`src/rtl/instr_fetch_unit.sv`:
```
// Instruction fetch stage: keeps the PC, reads the synchronous instruction ROM, and issues
// decoded fields to the decoder with a valid/stall handshake, branch redirect and HALT stop.
module instr_fetch_unit #(
    parameter int          ADDR_WIDTH  = 8,
    parameter int          RESET_PC    = 0,
    parameter logic [4:0]  HALT_OPCODE = 5'b11111
) (
    input  logic                  ClockInput,
    input  logic                  ResetInput,
    output logic [ADDR_WIDTH-1:0] InstrAddressOutput,
    output logic                  InstrReadEnableOutput,
    input  logic [21:0]           InstrDataInput,
    input  logic                  StallInput,
    input  logic                  BranchValidInput,
    input  logic [ADDR_WIDTH-1:0] BranchTargetInput,
    output logic [4:0]            OpecodeOutput,
    output logic                  AddressingModeOutput,
    output logic [15:0]           OperandOutput,
    output logic                  InstrValidOutput,
    output logic [ADDR_WIDTH-1:0] ProgramCounterOutput,
    output logic                  HaltedOutput
);

    typedef enum logic [1:0] {S_REQ, S_WAIT, S_ISSUE, S_HALTED} state_t;

    state_t                state, state_nxt;
    logic [ADDR_WIDTH-1:0] pc, pc_nxt;
    logic                  capture;
    logic                  consume;
    logic                  halt_now;
    logic                  redirect;

    assign InstrAddressOutput    = pc;
    assign InstrReadEnableOutput = (state == S_REQ) & ~ResetInput;

    always_comb begin
        state_nxt = state;
        pc_nxt    = pc;
        capture   = 1'b0;
        consume   = 1'b0;
        halt_now  = 1'b0;
        redirect  = BranchValidInput & (state != S_HALTED);
        case (state)
            S_REQ:   state_nxt = S_WAIT;
            S_WAIT: begin
                state_nxt = S_ISSUE;
                capture   = 1'b1;
            end
            S_ISSUE: begin
                if (!StallInput) begin
                    consume = 1'b1;
                    if (OpecodeOutput == HALT_OPCODE) begin
                        halt_now  = 1'b1;
                        state_nxt = S_HALTED;
                    end else begin
                        pc_nxt    = pc + ADDR_WIDTH'(1);
                        state_nxt = S_REQ;
                    end
                end
            end
            S_HALTED: state_nxt = S_HALTED;
            default:  state_nxt = S_REQ;
        endcase
        // A redirect discards whatever is in flight or waiting, including a HALT.
        if (redirect) begin
            state_nxt = S_REQ;
            pc_nxt    = BranchTargetInput;
            capture   = 1'b0;
            consume   = 1'b0;
            halt_now  = 1'b0;
        end
    end

    always_ff @(posedge ClockInput) begin
        if (ResetInput) begin
            state                <= S_REQ;
            pc                   <= ADDR_WIDTH'(RESET_PC);
            OpecodeOutput        <= '0;
            AddressingModeOutput <= 1'b0;
            OperandOutput        <= '0;
            InstrValidOutput     <= 1'b0;
            ProgramCounterOutput <= '0;
            HaltedOutput         <= 1'b0;
        end else begin
            state <= state_nxt;
            pc    <= pc_nxt;
            if (capture) begin
                OpecodeOutput        <= InstrDataInput[21:17];
                AddressingModeOutput <= InstrDataInput[16];
                OperandOutput        <= InstrDataInput[15:0];
                ProgramCounterOutput <= pc;
                InstrValidOutput     <= 1'b1;
            end else if (consume || redirect) begin
                InstrValidOutput <= 1'b0;
            end
            if (halt_now) begin
                HaltedOutput <= 1'b1;
            end
        end
    end

endmodule

```
`config.mk`:
```
export PLATFORM = sky130hd
export DESIGN_NAME = instr_fetch_unit
export DESIGN_NICKNAME = d
export VERILOG_FILES = /design/src/rtl/instr_fetch_unit.sv
export SDC_FILE = /design/constraint.sdc
export NUM_CORES = 1
export LEC_CHECK = 0
export BUFFER_PORTS_ARGS = -buffer_cell sky130_fd_sc_hd__buf_2
export CAP_MARGIN = 20
export CORE_ASPECT_RATIO = 1.25
export CORE_MARGIN = 5
export CORE_UTILIZATION = 47
export DETAILED_ROUTE_END_ITERATION = 12
export PLACE_DENSITY = 0.79
export SYNTH_ARGS = -nofsm -noshare
export SYNTH_HDL_FRONTEND = slang
export SYNTH_SLANG_ARGS = --single-unit
```
`constraint.sdc`:
```
create_clock -name ClockInput -period 1.9 [get_ports ClockInput]
set_clock_uncertainty 0.15 [all_clocks]
set_input_delay 0.19 -clock ClockInput [delete_from_list [all_inputs] [get_ports ClockInput]]
set_output_delay 0.19 -clock ClockInput [all_outputs]
set_load 0.03 [all_outputs]
```
**Word level (Yosys, flattened, before mapping)**

Index checks and enable logic that the tools add are counted.

- Input bits: 34
- Flip-flop bits (word level): 42
- Output and inout port bits: 41

- Mux-type cells: 18
- Eq/ne operators: 8
- Reductions and logical operators: 6
- Bitwise logic cells: 3
- Add/subtract/negate cells: 1

Operators by type and width:

| cell | number |
|---|---|
| $mux 8 | 4 |
| $mux 1 | 11 |
| $add 8x1->8 const B | 1 |
| $pmux 2 s4 | 1 |
| $ne 2x2->1 const B | 3 |
| $eq 5x5->1 const B | 1 |
| $eq 2x2->1 const B | 2 |
| $mux 2 | 2 |
| $reduce_bool 2->1 | 2 |
| $reduce_and 3->1 | 1 |
| $and 1x1->1 | 2 |
| $eq 2x1->1 const B | 1 |
| $logic_not 2->1 | 1 |
| $ne 2x1->1 const B | 1 |
| $reduce_or 2->1 | 1 |
| $logic_or 1x1->1 | 1 |
| $not 1->1 | 1 |

**Longest topological paths before layout**

Gate-level depths: netlist of run 1.

- Depth after elaboration: 6
- Mapped depth: 5

**Worst setup path before layout of run 1**

OpenSTA, ideal clock, no wires.

- Kind: register -> register
- Start: reg OpecodeOutput[2]
- End: reg pc[6], in the netlist InstrAddressOutput[6]
- Arrival: 1521 ps
- Library setup time: 88 ps
- Path buffers: 1
- Clock period less this slack: 1759 ps
- Cell stages (with the launch flop): 6
- Slack: 141 ps
- Cells stage by stage: dfxtp_1 > and4_1 > buf_2 > a211oi_4 > a21bo_1 > a311oi_2

- Longest elaborated chain between the ends: 3

RTL lines:

| item | line | source |
|---|---|---|
| from (decl) | 16 | `output logic [4:0] OpecodeOutput,` |
| from (signal assigned) | 88 | `OpecodeOutput <= InstrDataInput[21:17];` |
| $eq 5x5->1 | 52 | `if (OpecodeOutput == HALT_OPCODE) begin` |
| $ne 2x2->1 (no line) | -- |  |
| $reduce_and 3->1 (no line) | -- |  |
| to (signal assigned) | 77 | `pc <= ADDR_WIDTH'(RESET_PC);` |
| to (signal assigned) | 86 | `pc <= pc_nxt;` |
| to (decl) | 27 | `logic [ADDR_WIDTH-1:0] pc, pc_nxt;` |

No other way between the ends.
A chain may end at the register's enable or synchronous reset.

**Worst setup path in the final report of run 1**

- Start: reg state[1]
- End: reg pc[6], in the netlist InstrAddressOutput[6]

- Longest elaborated chain between the ends: 4

RTL lines:

| item | line | source |
|---|---|---|
| from (decl) | 26 | `state_t state, state_nxt;` |
| from (signal assigned) | 85 | `state <= state_nxt;` |
| $ne 2x2->1 | 42 | `redirect = BranchValidInput & (state != S_HALTED);` |
| $and 1x1->1 | 42 |  |
| $ne 2x2->1 (no line) (tied with other cells) | -- |  |
| $reduce_and 3->1 (no line) | -- |  |

Several ways; a longest one is shown, not always the timed one.

==> results of run 1 <==
[flip-flops by register name, summed over array words and instances, names as in the netlist]
register              cells
state                     2
ProgramCounterOutput      8
AddressingModeOutput      1
InstrValidOutput          1
OpecodeOutput             5
InstrAddressOutput        8
OperandOutput            16
HaltedOutput              1
[synthesized netlist by cell type (2+ instances only)]
cell type	n	area (sq um)
nand2_1	64	240
nand3_1	5	25.0
nor2_1	11	41.3
dfxtp_1	42	841
a211oi_1	6	45.0
xnor2_1	6	52.6
a2111oi_4	3	82.6
clkbuf_1	12	45.0
inv_1	5	18.8
a211oi_2	2	25.0
a21oi_1	34	170
[how the worst max path moves through the flow]
stage                                  startpoint                                  to  cells after the start
floorplan           OpecodeOutput[2]$_SDFFE_PP0P_  InstrAddressOutput[6]$_SDFFE_PP0P_                      5
global placement    OpecodeOutput[3]$_SDFFE_PP0P_  InstrAddressOutput[6]$_SDFFE_PP0P_                      4
detailed placement          state[1]$_SDFFE_PP0P_  InstrAddressOutput[6]$_SDFFE_PP0P_                      5
CTS                         state[1]$_SDFFE_PP0P_  InstrAddressOutput[6]$_SDFFE_PP0P_                      5
global route                state[1]$_SDFFE_PP0P_  InstrAddressOutput[6]$_SDFFE_PP0P_                      5
finish                      state[1]$_SDFFE_PP0P_  InstrAddressOutput[6]$_SDFFE_PP0P_                      5
[where the power goes]
part	switching (mW)	internal, mW	total (mW)
logic	0.169	0.118	0.287
registers	0.0307	0.914	0.944
clock network	0.285	0.393	0.678
[metal layers]
metal	global-route usage [%]	part of all wire [%]
met1	20.3	42
met2	33.2	49
met3	5.29	6.4
met4	7.82	1.9
met5	0	0
[final cells by class]
class	instances	area, sq um
Fill cell	300	1060
Sequential cell	42	841
Multi-Input combinational cell	147	830
Timing Repair Buffer	102	636
Clock buffer	7	76.3
Tap cell	39	48.8
Clock inverter	1	30.0
Inverter	5	18.8
[cell families (layout without fill, tap and decap cells)]
logic type | after synthesis | after routing | synth area share (%)
fa+ha+maj | 1 | 1 | 0.712
flops | 42 | 42 | 47.9
simple gates | 87 | 87 | 20.2
compound gates | 52 | 52 | 22.6
buf+inv | 20 | 115 | 4.99
mux | 1 | 1 | 0.570
xor+xnor | 6 | 6 | 2.99
[repair_timing]
| item | CTS | global route |
|---|---|---|
| hold endpoints to repair | 22 | 0 |
| gates resized for setup | 0 | 1 |
| hold buffers | 22 | 0 |
| setup endpoints to repair | 0 | 1 |
[metrics by stage]
| stage | cells | hold slack (ns) | total power, mW | utilization [%] | setup slack [ns] |
|---|---|---|---|---|---|
| final | 343 | 0.0272 | 1.91 | 70.0 | 0.129 |
| after global routing | 343 | 0.0392 | 2.00 | 70.0 | 0.0262 |
| after CTS | 343 | 0.0183 | 1.93 | 70.0 | 0.0641 |
| after detailed placement | 313 | 0.287 | 1.22 | 60.7 | 0.106 |
| after global placement | 313 | 0.282 | 1.21 | 60.7 | 0.164 |
| after floorplan | 209 | 0.176 | 1.12 | - | 0.141 |
[worst register-to-register path, cell delays in order (launching register included)]
cell	delay, ns
dfxtp_1	0.38
or3b_1	0.37
buf_4	0.20
a211oi_4	0.23
nand3b_1	0.13
a311oi_2	0.24
==> impl_metrics.toml, run 1 <==
[grt]
grt_pass1_vias = 1628
grt_pass1_wl_um = 7290
antenna_found_initial = 0
grt_usage_pct = 18.5
grt-ovfl-total = 0
grt_max_degree = 32

[placement]
dp_hpwl_um = 3090
place_congestion = 0.715
portBuffers = 74
dpl_cell_area_sq_um = 2150

[route]
drc = 0
post_drt_wl_per_cell_um = 13.4
vias_per_cell = 5.00
first_pass_iters = 4
routed_wl_um = 4590
vias = 1714
drt_iter0_drc = 75
drtAntennaViolNets = 0

[clocking]
insertion_delay_ns = 0.29
numClockSinks = 42
clockRootBuffer = "clkbuf_8"
h-tree-depth = 2
post_cts.repair.setup_buffers = 0
cts_tree = "done"
cts_inserted_buffers = 5
cts_buffer_depth = 2
clkTransAtPathRegs_ns = 0.08

[finish]
final_area_sq_um = 2480
drive_above_1_share_pct = 31.3
fin_nets = 338
area_delta_synth_final_pct = 41.2
diodes = 0
mostFrequentLayoutCells = "buf_2 (74), nand2_1 (64), dfxtp_1 (42), a21oi_1 (34), dlygate4sd3_1 (22)"
layout_commonest_cell = "buf_2"

[timing]
rsz0062_at_grt = "no"
setup_viol = 0
hold_viol = 0
tightestPinTransition_ns = 0.621
fin_crit_sh_pct = 93.2
drv_slew = 0
max_clock_freq_ghz = 0.565
period_needed_ns = 1.77
tns_ns = 0
max_slew_margin_pct = 58.5

[critical_path]
cp_slowest_cell = "dfxtp_1"
timing.rr.end = "InstrAddressOutput[6]$_SDFFE_PP0P_"
crit_type = "reg2reg"
ff2ff_path_depth = 5
cp_cell_sequence = "or3b_1 > buf_4 > a211oi_4 > nand3b_1 > a311oi_2"
path_max_fanout = 8
r2r_start = "state[1]$_SDFFE_PP0P_"
max_stage_delay_ns = 0.38
reg2reg_setup_slack_ns = 0.13
crit_required_ns = 1.96
crit_family = "simple AND/OR/NAND/NOR gates"
startpoint_type = "register"
endpoint_kind = "register"
cp.arrival_ns = 1.83
path_buf_inv = 1

[status]
status = "complete, no violations"

[synth]
synthCells = 209
async_flop_share_pct = 0
ys.flop_type = "dfxtp_1"
ys_ff_latch = 42
syn_avg_cell_area_sq_um = 8.41
ys_types = 30
syn-num-nets = 244
yosys_warnings = 0
syn-cell-area_sq_um = 1760
synth_edf_count = 0
ys_seq_area_share_pct = 47.9

[pwr]
p_per_area_nw_per_um2 = 770
ir_drop_uv = 720
p_leak_nw = 1.05

[die]
placementRows = 24
die_y_um = 78.4
die_w_um = 64.7
coreArea_sq_um = 3540
io_pins = 75
die_area_sq_um = 5070
start_util_pct = 49.6

[worst_hold_path]
hp-start = "BranchTargetInput[7]"
min_path_cells = 3
whs_endpoint = "InstrAddressOutput[7]$_SDFFE_PP0P_"
hold_class = "in2reg"

[run]
maxCapViolCount = 0
Note: power is estimated with default switching activity, not from simulation.
==> run 2, diff against run 1 <==
- ABC_AREA: unset -> 1
- PLACE_DENSITY: 0.79 -> 0.78
==> impl_metrics.toml, run 2 <==
[worst_hold_path]
hp-start = "InstrDataInput[2]"
hold_class = "in2reg"
min_path_cells = 3
whs_endpoint = "OperandOutput[2]$_SDFFE_PP0P_"

[grt]
grt_pass1_wl_um = 7690
grt_pass1_vias = 1782
grt_usage_pct = 18.7
grt-ovfl-total = 0
grt_max_degree = 30
antenna_found_initial = 0

[critical_path]
r2r_start = "state[1]$_SDFFE_PP0P_"
startpoint_type = "register"
cp.arrival_ns = 1.61
crit_type = "reg2reg"
reg2reg_setup_slack_ns = 0.36
ff2ff_path_depth = 6
timing.rr.end = "InstrAddressOutput[2]$_SDFFE_PP0P_"
endpoint_kind = "register"
crit_required_ns = 1.97
path_max_fanout = 14

[clocking]
cts_tree = "done"
cts_buffer_depth = 2
post_cts_resized = 0
post_cts.repair.setup_buffers = 0
clockRootBuffer = "clkbuf_8"
insertion_delay_ns = 0.29
cts_hold_buf = 0
numClockSinks = 42
h-tree-depth = 2
clkTransAtPathRegs_ns = 0.08
cts_inserted_buffers = 5

[finish]
stdcell_count = 359
layout_commonest_cell = "buf_2"
area_delta_synth_final_pct = 25.5
multi_input_area_sq_um = 831
diodes = 0
mostFrequentLayoutCells = "buf_2 (74), nand2_1 (60), dfxtp_1 (42), a21oi_1 (39), nand3_1 (37)"
regMostFlops = "OperandOutput"
fin_nets = 353
largest_register_ffs = 16
regArea_sq_um = 841
drive_above_1_share_pct = 30.1
n_fill_cell = 364

[die]
die_w_um = 65.6
start_util_pct = 48.3
die_y_um = 79.5
io_pins = 75
placementRows = 25
die_area_sq_um = 5210
coreArea_sq_um = 3750

[pwr]
p_leak_nw = 1.04
power_mw = 1.80
p_seq_share_pct = 52.4
combPwrFrac_pct = 15.2
switchingPower_mw = 0.498
p_per_area_nw_per_um2 = 789
clock_power_share_pct = 32.3
intPower_mw = 1.30
ir_drop_uv = 560
netSwitchingFraction_pct = 27.7

[placement]
portBuffers = 74
dp_hpwl_um = 3380
place_congestion = 0.849
dp_cells = 351

[synth]
ys.flop_type = "dfxtp_1"
yosys_warnings = 0
syn_avg_cell_area_sq_um = 7.35
synth.area.top_cells = "dfxtp_1 (46%), nand2_1 (12%), a21oi_1 (11%)"
synth_area_leader_cell = "dfxtp_1"
syn-num-nets = 282
syn-cell-area_sq_um = 1810
synth_edf_count = 0
ys_seq_area_share_pct = 46.3
async_flop_share_pct = 0
ys_ff_latch = 42
synth_top_area_share_pct = 46.3
yosysMostFrequentCell = "nand2_1"
synthCells = 247
synthTopCellsByCount = "nand2_1 (60), dfxtp_1 (42), a21oi_1 (39)"
ys_types = 24

[route]
routed_wl_um = 4550
vias_per_cell = 5.13
post_drt_wl_per_cell_um = 12.7
drtAntennaViolNets = 0
drc = 0
drt_iter0_drc = 97
first_pass_iters = 4
vias = 1841

[timing]
hold_viol = 0
setup_viol = 0
tns_ns = 0
fin_crit_sh_pct = 81.1
rsz0062_at_grt = "no"
max_slew_margin_pct = 76.4
tightestPinTransition_ns = 0.354
max_clock_freq_ghz = 0.649
drv_slew = 0
period_needed_ns = 1.54

[status]
status = "complete, no violations"

[run]
maxCapViolCount = 0
==> run 2: cell count changes in the layout (fill, tap and decap cells not counted), moves of 5 or more <==
cell | previous run | this run
a211oi_1 | 6 | 0
inv_1 | 5 | 10
o21ai_0 | 1 | 6
dlygate4sd3_1 | 22 | 0
a21oi_1 | 34 | 39
nor2_1 | 11 | 17
xnor2_1 | 6 | 1
nand3_1 | 5 | 37
==> run 2: how the worst max path moves through the flow <==
stage                                             startpoint                                  to  cells after the start
final                                  state[1]$_SDFFE_PP0P_  InstrAddressOutput[2]$_SDFFE_PP0P_                      6
after floorplan           InstrAddressOutput[0]$_SDFFE_PP0P_  InstrAddressOutput[6]$_SDFFE_PP0P_                      6
after global placement                 state[1]$_SDFFE_PP0P_  InstrAddressOutput[2]$_SDFFE_PP0P_                      6
after CTS                              state[1]$_SDFFE_PP0P_  InstrAddressOutput[2]$_SDFFE_PP0P_                      6
after detailed placement               state[1]$_SDFFE_PP0P_  InstrAddressOutput[2]$_SDFFE_PP0P_                      6
after global routing                   state[1]$_SDFFE_PP0P_  InstrAddressOutput[2]$_SDFFE_PP0P_                      6
==> run 2: cells by family after synthesis <==
family          synth area share (%)
fa+ha+maj                      0.690
compound gates                  14.0
buf+inv                         7.86
simple gates                    29.2
flops                           46.3
xor+xnor                        1.93
==> run 2: cell type report <==
class                      count  area share [%]
clock buffer                   7            3.79
clock inverter                 1           0.220
inverter                      13            2.14
multi-input combinational    176            36.5
sequential                    42            36.9
tap                           40            2.20
timing repair buffer          80            18.2
==> run 2: through the flow <==
step / area, sq um / hold slack (ns) / utilization (%) / worst slack (ns)
global route: 2280 / 0.0157 / 60.7 / 0.170
floorplan: 1810 / 0.204 / - / 0.351
global placement: 2190 / 0.295 / 58.2 / 0.435
CTS: 2280 / 0.00802 / 60.7 / 0.350
detailed placement: 2190 / 0.299 / 58.2 / 0.362
finish: 2280 / 0.0157 / 60.7 / 0.359
==> run 2: metal layers <==
metal	up-vias	routed length [um]	global-route usage (%)
met4	0	93	8.51
met5	-	0	0
met2	51	2330	32.0
met1	828	1850	21.9
met3	8	273	4.51
li1	954	-	-
==> run 2: power by group through the flow <==
stage / Clock, mW / Sequential [mW] / Combinational [mW]
3_3_place_gp: 0 / 0.961 / 0.273
4_1_cts: 0.596 / 0.942 / 0.276
6_report: 0.580 / 0.942 / 0.274
2_1_floorplan: 0 / 1.02 / 0.131
5_1_grt: 0.637 / 0.948 / 0.302
3_5_place_dp: 0 / 0.962 / 0.276
==> run 2: critical path, stage by stage (launching register included) <==
cell	delay (ns)
dfxtp_1	0.49
nand2_1	0.12
nand2_2	0.23
inv_2	0.11
o21ai_0	0.17
nand2_1	0.06
a21oi_1	0.15
==> run 3, diff against run 2 <==
- clock period: 1.9 -> 1.55 ns (I/O delays scaled with it)
==> impl_metrics.toml, run 3 (synthesis results as in run 2) <==
[status]
status = "complete, no violations"

[timing]
drv_slew = 0
hold_viol = 0
max_clock_freq_ghz = 0.693
tns_ns = 0
tightestPinTransition_ns = 0.333
max_slew_margin_pct = 77.8
fin_crit_sh_pct = 93.1
period_needed_ns = 1.44
rsz0062_at_grt = "no"
setup_viol = 0

[route]
vias = 1969
drt_iter0_drc = 100
routed_wl_um = 5160
post_drt_wl_per_cell_um = 13.5
drtAntennaViolNets = 0
first_pass_iters = 5
drc = 0
vias_per_cell = 5.14

[die]
placementRows = 25
coreArea_sq_um = 3750
io_pins = 75
start_util_pct = 48.3
die_y_um = 79.5
die_w_um = 65.6
die_area_sq_um = 5210

[critical_path]
path_max_fanout = 5
endpoint_kind = "register"
crit_type = "reg2reg"
cp.arrival_ns = 1.48
startpoint_type = "register"
reg2reg_setup_slack_ns = 0.11
crit_required_ns = 1.58

[finish]
regMostFlops = "OperandOutput"
drive_above_1_share_pct = 29.2
multi_input_area_sq_um = 841
area_delta_synth_final_pct = 40.0
diodes = 0
largest_register_ffs = 16
regArea_sq_um = 842
fin_nets = 377
layout_commonest_cell = "buf_2"
mostFrequentLayoutCells = "buf_2 (74), nand2_1 (60), dfxtp_1 (41), a21oi_1 (39), nand3_1 (37)"
n_fill_cell = 337

[clocking]
insertion_delay_ns = 0.30
h-tree-depth = 2
clockRootBuffer = "clkbuf_8"
clkTransAtPathRegs_ns = 0.08
cts_inserted_buffers = 5
cts_tree = "done"
post_cts.repair.setup_buffers = 0
cts_buffer_depth = 2
numClockSinks = 42

[placement]
portBuffers = 74
dp_hpwl_um = 3370
place_congestion = 0.866

[grt]
antenna_found_initial = 0
grt_pass1_vias = 1847
grt_max_degree = 31
grt_usage_pct = 20.2
grt-ovfl-total = 0
grt_pass1_wl_um = 8200

[pwr]
p_leak_nw = 1.15
p_per_area_nw_per_um2 = 898
ir_drop_uv = 692
power_mw = 2.28

[worst_hold_path]
hold_class = "in2reg"

[run]
maxCapViolCount = 0
==> run 3: power by group <==
part           switching, mW  internal, mW  total [mW]
logic                  0.242         0.158       0.400
registers             0.0329          1.12        1.15
clock network          0.372         0.358       0.730
==> run 3: through the flow <==
stage	cells	hold WS (ns)	instance area [sq um]	worst slack [ns]	utilization [%]
finish	383	0.0548	2540	0.106	67.7
detailed placement	353	0.283	2210	0.0400	59.0
floorplan	247	0.169	1810	0.000540	-
global placement	353	0.278	2210	0.107	59.0
CTS	383	0.0354	2530	0.0166	67.4
global route	383	0.0509	2540	0.00192	67.7
==> run 3: layout make-up <==
class / instances / share of cell area, %
Clock buffer: 6 / 3.25
Inverter: 13 / 1.92
Tap cell: 40 / 1.97
Sequential cell: 42 / 33.2
Timing Repair Buffer: 104 / 26.1
Multi-Input combinational cell: 176 / 33.1
Clock inverter: 2 / 0.493
==> run 3: timing repair <==
action / CTS / global route
endpoints found under the hold margin: 22 / 0
setup endpoints to repair: 0 / 14
hold buffers: 22 / 0
resized for setup: 0 / 3
==> run 3: path summary, 6_finish.rpt <==
kind                                         to                                from  depth (start not counted)
min reg2reg      OperandOutput[12]$_SDFFE_PP0P_      OperandOutput[12]$_SDFFE_PP0P_                          2
max reg2reg  InstrAddressOutput[4]$_SDFFE_PP0P_  InstrAddressOutput[1]$_SDFFE_PP0P_                          6
max          InstrAddressOutput[4]$_SDFFE_PP0P_  InstrAddressOutput[1]$_SDFFE_PP0P_                          6
min          InstrAddressOutput[6]$_SDFFE_PP0P_                BranchTargetInput[6]                          5
==> run 3: worst max-delay path, stage by stage (launching register included) <==
cell and delay, ns:
dfxtp_1 0.42, ha_1 0.22, nand3_1 0.14, xor2_1 0.17, nor2_1 0.07, nor2_1 0.11, a21oi_2 0.06
==> run 3: routing by layer <==
metal | wire length (um) | global-route usage [%] | part of all wire, %
met1 | 2060 | 21.6 | 40
met2 | 2690 | 36.9 | 52
met3 | 306 | 5.63 | 5.9
met4 | 99 | 8.09 | 1.9
met5 | 0 | 0 | 0
